--- src/rtl/ram_sensor_poller.sv ---
// Periodic or on-demand sweep of NUM_CH multi-byte sensor records from the register RAM.
// Bytes fill a shadow buffer, and the complete sweep is published atomically on values.
module ram_sensor_poller #(
  parameter int CLK_HZ       = 50000000,
  parameter int POLL_HZ      = 1,
  parameter int ADDR_W       = 14,
  parameter int DATA_W       = 8,
  parameter int NUM_CH       = 2,
  parameter int BYTES_PER_CH = 2,
  parameter int BASE_ADDR    = 85,
  parameter int CH_STRIDE    = 10,
  parameter int RD_LAT       = 1,
  parameter int MSB_FIRST    = 1
) (
  input  logic                                  clk_50m,
  input  logic                                  key2,
  input  logic                                  en,
  input  logic                                  poll_now,
  output logic                                  ram_ce,
  output logic                                  ram_wre,
  output logic [ADDR_W-1:0]                     ram_address,
  input  logic [DATA_W-1:0]                     ram_do,
  output logic [NUM_CH*BYTES_PER_CH*DATA_W-1:0] values,
  output logic                                  sample_valid,
  output logic                                  busy,
  output logic                                  overrun,
  output logic [15:0]                           sample_cnt
);

  localparam int REC_W  = BYTES_PER_CH * DATA_W;
  localparam int TOT_W  = NUM_CH * REC_W;
  localparam int PERIOD = CLK_HZ / POLL_HZ;
  localparam int CNT_W  = $clog2(PERIOD);
  localparam int CH_W   = (NUM_CH > 1) ? $clog2(NUM_CH) : 1;
  localparam int B_W    = (BYTES_PER_CH > 1) ? $clog2(BYTES_PER_CH) : 1;
  localparam int WAIT_W = (RD_LAT > 1) ? $clog2(RD_LAT) : 1;
  localparam int SUM_W  = ADDR_W + 8;
  localparam int IDX_W  = $clog2(TOT_W);

  typedef enum logic [1:0] {S_IDLE, S_ISSUE, S_WAIT, S_COMMIT} state_t;

  state_t              state_q, state_d;
  logic [CH_W-1:0]     ch_q, ch_d;
  logic [B_W-1:0]      b_q, b_d;
  logic [WAIT_W-1:0]   wait_q, wait_d;
  logic                capture, commit;
  logic [CNT_W-1:0]    period_cnt;
  logic                tick, req;
  logic [B_W-1:0]      slot;
  logic [IDX_W-1:0]    wr_base;
  logic [TOT_W-1:0]    shadow;

  assign tick = en && (period_cnt == CNT_W'(PERIOD - 1));
  assign req  = tick || poll_now;

  // NOTE: sequential state uses non-blocking assignments so every flop samples pre-edge values.
  always_ff @(posedge clk_50m or negedge key2) begin
    if (!key2)            period_cnt <= '0;
    else if (!en || tick) period_cnt <= '0;
    else                  period_cnt <= period_cnt + 1'b1;
  end

  always_ff @(posedge clk_50m or negedge key2) begin
    if (!key2) begin
      state_q <= S_IDLE;
      ch_q    <= '0;
      b_q     <= '0;
      wait_q  <= '0;
    end else begin
      state_q <= state_d;
      ch_q    <= ch_d;
      b_q     <= b_d;
      wait_q  <= wait_d;
    end
  end

  always_comb begin
    // NOTE: defaults first so no path leaves a variable unassigned, which would infer a latch.
    state_d = state_q;
    ch_d    = ch_q;
    b_d     = b_q;
    wait_d  = wait_q;
    capture = 1'b0;
    commit  = 1'b0;
    unique case (state_q)
      S_IDLE: begin
        if (req) begin
          state_d = S_ISSUE;
          ch_d    = '0;
          b_d     = '0;
        end
      end
      S_ISSUE: begin
        state_d = S_WAIT;
        wait_d  = '0;
      end
      S_WAIT: begin
        if (wait_q == WAIT_W'(RD_LAT - 1)) begin
          capture = 1'b1;
          state_d = S_ISSUE;
          if (b_q != B_W'(BYTES_PER_CH - 1)) begin
            b_d = b_q + 1'b1;
          end else begin
            b_d = '0;
            if (ch_q != CH_W'(NUM_CH - 1)) begin
              ch_d = ch_q + 1'b1;
            end else begin
              ch_d    = '0;
              state_d = S_COMMIT;
            end
          end
        end else begin
          wait_d = wait_q + 1'b1;
        end
      end
      S_COMMIT: begin
        commit  = 1'b1;
        state_d = S_IDLE;
      end
      default: state_d = S_IDLE;
    endcase
  end

  // Index registers return to zero outside a sweep, so the idle address is BASE_ADDR.
  assign ram_address = ADDR_W'(SUM_W'(BASE_ADDR) + SUM_W'(ch_q) * SUM_W'(CH_STRIDE) + SUM_W'(b_q));
  assign ram_ce      = (state_q == S_ISSUE) || (state_q == S_WAIT);
  assign ram_wre     = 1'b0;
  assign busy        = (state_q != S_IDLE);

  assign slot    = (MSB_FIRST != 0) ? B_W'(BYTES_PER_CH - 1) - b_q : b_q;
  assign wr_base = IDX_W'(ch_q) * IDX_W'(REC_W) + IDX_W'(slot) * IDX_W'(DATA_W);

  // NOTE: the shadow buffer is ordinary flops, not a RAM macro, so it takes the async reset too.
  always_ff @(posedge clk_50m or negedge key2) begin
    if (!key2) begin
      shadow       <= '0;
      values       <= '0;
      sample_valid <= 1'b0;
      sample_cnt   <= '0;
      overrun      <= 1'b0;
    end else begin
      sample_valid <= commit;
      if (capture) shadow[wr_base +: DATA_W] <= ram_do;
      if (commit) begin
        values     <= shadow;
        sample_cnt <= sample_cnt + 16'd1;
      end
      // A request arriving mid-sweep is dropped; only the sticky flag records it.
      if (req && busy) overrun <= 1'b1;
    end
  end

endmodule

--- config.mk ---
export PLATFORM = sky130hd
export DESIGN_NAME = ram_sensor_poller
export DESIGN_NICKNAME = d
export VERILOG_FILES = /design/src/rtl/ram_sensor_poller.sv
export SDC_FILE = /design/constraint.sdc
export NUM_CORES = 1
export LEC_CHECK = 0
export CAP_MARGIN = 5
export CORE_MARGIN = 2
export CORE_UTILIZATION = 57
export DETAILED_ROUTE_END_ITERATION = 7
export GPL_TIMING_DRIVEN = 0
export PLACE_DENSITY_LB_ADDON = 0.3
export REMOVE_ABC_BUFFERS = 1
export SYNTH_ARGS = -nofsm -noshare
export SYNTH_HDL_FRONTEND = slang
export SYNTH_SLANG_ARGS = --single-unit
--- constraint.sdc ---
create_clock -name clk_50m -period 5.82 [get_ports clk_50m]
set_clock_uncertainty 0.15 [all_clocks]
set_input_delay 1.455 -clock clk_50m [delete_from_list [all_inputs] [get_ports clk_50m]]
set_output_delay 1.455 -clock clk_50m [all_outputs]
set_load 0.005 [all_outputs]
Word-level counts from Yosys, hierarchy flattened
Cells that the tools add are included.
Widths: inputs -> output; s select.

operators by class
  $add $sub $neg = 10
  multiply operators = 1
  equality and inequality tests = 7
  shift operators = 2
  multiplexer cells = 20
  reductions and logical operators = 13

operators by type and width
  cell                    count
  $bwmux 32               1
  $shift 8x7->32 const A  1
  $shiftx 8x7->32         1
  $add 26x1->26 const B   1
  $eq 26x26->1 const B    1
  $mux 26                 1
  $add 16x1->16 const B   1
  $mux 1                  10
  $add 8x1->9             1
  $add 7x5->8 const A     1
  $mux 2                  4
  $pmux 2 s4              1
  $neg 5->7               1
  $ne 2x2->1 const B      3
  $pmux 1 s2              3
  $reduce_bool 2->1       3
  $add 5x4->5             1
  $eq 2x2->1 const B      2
  $mul 1x3->4 const B     1
  $reduce_and 4->1        1
  $add 1x1->1 const B     3
  $logic_or 1x1->1        3
  $reduce_and 3->1        1
  $eq 2x1->1 const B      1
  5 further kinds         6

word-level totals
  register bits = 113
  output and inout bits = 67

Depth between registers and ports, before layout
  depth after elaboration = 5
  depth in mapped cells = 6

Worst setup path before layout
OpenSTA, ideal clock, no wires.

  path kind = input port to flip-flop
  from = input port en
  to = register ch_q
  data arrival time = 2703 ps
  slack = 2841 ps
  stages on the path = 4
  cells stage by stage = or4b_1 -> o311ai_4 -> o21ai_2 -> a221o_1

between the ends
  word-level cells in the longest chain between the ends = 4

RTL lines
  what                        RTL line  source
  start: declaration          17        input logic en,
  $logic_and 1x1->1           53        assign tick = en && (period_cnt == CNT_W'(PERIOD - 1));
  $logic_or 1x1->1            54        assign req = tick || poll_now;
  $ne 2x2->1 (no line)        -
  $reduce_and 4->1 (no line)  -
  end signal: assignment      71        ch_q <= ch_d;
  end: declaration            43        logic [CH_W-1:0] ch_q, ch_d;

Every way passes these cells.
A chain may end at the register's enable or synchronous reset.

Final worst setup path
  from = register b_q
  to = output port ram_address[1]

between the ends
  word-level cells in the longest chain between the ends = 1

RTL lines
  what                      RTL line  source
  start: declaration        44        logic [B_W-1:0] b_q, b_d;
  start signal: assignment  67        b_q <= '0;
  start signal: assignment  72        b_q <= b_d;
  $add 8x1->9               125       assign ram_address = ADDR_W'(SUM_W'(BASE_ADDR) + SUM_W'(ch_q) * SUM_W'(CH_STRIDE) + SUM_W'(b_q));
  end: declaration          21        output logic [ADDR_W-1:0] ram_address,

Every way passes these cells.

==> run_results.csv <==
group,metric,value,unit
clocking,htree_levels,3,
route,drt-initial-drc-count,151,
critical_path,worst_ep_required_time,4.22,ns
timing,hold_violations,0,
clocking,cts.sinks,112,
layout,drive_gt1_share,14.5,%
route,vias_per_cell,5.67,
logic_synthesis,ys_seq_elements,112,
critical_path,worst-setup-path-type,"flop to output pin",
power_and_ir_drop,switching_share,30.3,%
power_and_ir_drop,p_leak,2.61,nW
floorplan,dieWidth,95.6,µm
clocking,clk_pin_slew,0.12,ns
layout,layout_common_cells,"112 x dfrtp_1, 68 x clkdlybuf4s50_1, 35 x nor2_1, 33 x mux2_2, 32 x a22o_1",
power_and_ir_drop,pwr-share-seq,48.0,%
grt,grt_max_degree,75,
layout,diodes,0,
critical_path,startpoint,"b_q",
power_and_ir_drop,p_sw,0.654,mW
clocking,cts_resized,0,
logic_synthesis,avgSynthCellArea,12.7,µm²
status,outcome,"finished, final reports clean",
worst_hold_path,hold_class,"flop to flop",
layout,nets,475,
placement,gp_congestion,0.803,
run,maxCapViolations,0,
power_and_ir_drop,p_total,2.16,mW
route,finalWirelength,9.38,mm
route,drt_first_pass_iters,4,
route,postRouteAntennaNets,0,
grt,overflow,0,
timing,slew_headroom,33.8,%
layout,syn2layout_area_growth,20.6,%
clocking,cts_tree,"yes",
route,vias,3175,
power_and_ir_drop,p_int,1.50,mW
placement,hpwl,6.51,mm
logic_synthesis,yosysWarnings,0,
layout,layout_commonest_cell,"dfrtp_1",
power_and_ir_drop,powerDensity,374,nW/µm²
placement,numPortBuffers,69,
floorplan,start_util,58.5,%
timing,slew_viol_final,0,
timing,fin_tns_setup,0,ns
floorplan,die_area,9140,µm²
floorplan,die_y,95.6,µm
critical_path,critPathMaxFanout,11,
clocking,clock_path_buffers,2,
route,post_drt_wl_per_cell,16.8,µm
timing,holdWs,0.332,ns
grt,grt_pass1_wl,15.4,mm
clocking,cts-root-buf,"clkbuf_8",
route,drc,0,
timing,finalCriticalPeriod,3.71,ns
floorplan,core,8180,µm²
clocking,postCtsHoldBufs,0,
grt,grt_pass1_vias,3134,
power_and_ir_drop,ir_drop,0.210,mV
critical_path,cp.arrival,2.10,ns
timing,max_freq,0.270,GHz
logic_synthesis,syn_area,4780,µm²
clocking,cts_setup_buffers,0,
timing,worstMarginPinSlew,0.994,ns
logic_synthesis,ys_types,41,
clocking,insertion_delay,0.38,ns
critical_path,reg2reg_from,"state_q[1]",
floorplan,pin_count,79,
critical_path,endpoint_kind,"output pin",
logic_synthesis,syn-instance-count,377,
clocking,cts_buffers,9,
timing,rsz0062_at_grt,"false",
timing,finalCritPeriodShare,63.7,%
power_and_ir_drop,clock_power_share,22.4,%
power_and_ir_drop,combPwrFrac,29.6,%
worst_hold_path,hp-start,"sample_cnt[15]",
timing,setup_viol,0,
grt,antenna_found_initial,0,
critical_path,cp-start-kind,"flop",
floorplan,placementRows,33,
grt,track_usage,22.0,%
logic_synthesis,ys_seq_area_share,58.6,%
==> synth_stat cells <==
library cell	n	area [µm²]
nor4b_1	1	8.76
conb_1	2	7.51
or4b_1	1	10.0
and4_1	1	8.76
a22o_1	32	280
buf_6	1	11.3
nor3_1	2	10.0
o21ai_2	1	8.76
nor2_1	35	131
clkbuf_1	4	15.0
nand3_2	2	20.0
buf_2	2	10.0
a21o_1	1	7.51
dfrtp_1	112	2800
or4_4	1	11.3
or4_1	1	7.51
buf_4	10	75.1
ha_1	13	163
nor4_1	6	37.5
a31oi_1	1	6.26
o21ai_0	2	10.0
o31ai_4	1	21.3
and3_2	2	15.0
and3_1	4	25.0
a21oi_1	1	5.00
nand2_1	18	67.6
a221o_1	1	10.0
mux2_2	33	372
nand4_1	12	75.1
xnor2_1	19	166
or3_1	1	6.26
xor2_1	20	175
inv_1	12	45.0
o311ai_4	1	26.3
nand4b_1	1	8.76
a22o_2	1	10.0
and2b_2	1	8.76
nand3_1	15	75.1
o31ai_1	1	7.51
nor4b_2	1	15.0
and2_2	1	7.51
==> cells by family after synthesis <==
| group | count (synthesis) | synth area share, % |
|---|---|---|
| AO/OA/AOI/OAI | 43 | 8.21 |
| other | 2 | 0.157 |
| flip-flops | 112 | 58.6 |
| buffers and inverters | 29 | 3.27 |
| adder cells (fa/ha/maj) | 13 | 3.40 |
| AND/OR/NAND/NOR | 106 | 11.5 |
| XOR/XNOR | 39 | 7.14 |
| multiplexers | 33 | 7.77 |
==> stage by stage <==
step	area [µm²]	std cells	setup slack (ns)	util, %
after global routing	5770	560	2.00	70.6
after floorplan	4700	367	2.84	-
after global placement	5520	541	-0.968	67.5
after CTS	5770	560	2.11	70.6
after detailed placement	5570	544	2.18	68.1
final	5770	560	2.11	70.6
==> metal layers <==
metal	vias up	routed length (µm)	GRT usage [%]
met5	-	0	0
met4	0	87	5.00
met3	8	360	4.51
met2	72	4630	35.3
met1	1634	4310	31.2
li1	1461	-	-
==> cell type report <==
| class | instances | area [µm²] |
|---|---|---|
| tap | 105 | 131 |
| timing repair buffer | 72 | 728 |
| clock buffer | 10 | 128 |
| multi-input combinational | 243 | 1860 |
| fill | 605 | 2400 |
| inverter | 12 | 45.0 |
| sequential | 112 | 2800 |
| clock inverter | 6 | 76.3 |
==> power by group through the flow <==
| stage | clock, mW | sequential, mW | combinational [mW] |
|---|---|---|---|
| 2_1_floorplan | 0 | 1.03 | 0.316 |
| 3_3_place_gp | 0 | 1.04 | 0.610 |
| 3_5_place_dp | 0 | 1.05 | 0.644 |
| 4_1_cts | 0.488 | 1.04 | 0.647 |
| 5_1_grt | 0.516 | 1.05 | 0.689 |
| 6_report | 0.483 | 1.04 | 0.639 |
==> worst max-delay path: stages (launching register included) <==
cell             delay, ns
dfrtp_1               0.58
inv_1                 0.19
ha_1                  0.42
clkdlybuf4s50_1       0.53
==> flip-flops by register name, indices dropped and copies added (netlist names) <==
name / cells
values: 32
b_q: 1
ch_q: 1
overrun: 1
sample_valid: 1
sample_cnt: 16
state_q: 2
shadow: 32
period_cnt: 26
==> path summary, 6_finish.rpt <==
| kind | endpoint | slack [ns] | depth (start not counted) |
|---|---|---|---|
| worst min-delay path | sample_cnt[15] | 0.33 | 1 |
| min in group asynchronous | shadow[9] | 0.89 | 1 |
| max in group asynchronous | period_cnt[0] | 3.91 | 2 |
| worst max-delay path | ram_address[1] | 2.11 | 3 |
| worst min register to register | sample_cnt[15] | 0.33 | 1 |
| worst max register to register | sample_cnt[12] | 3.18 | 5 |
Note: power is estimated with default switching activity, not from simulation.
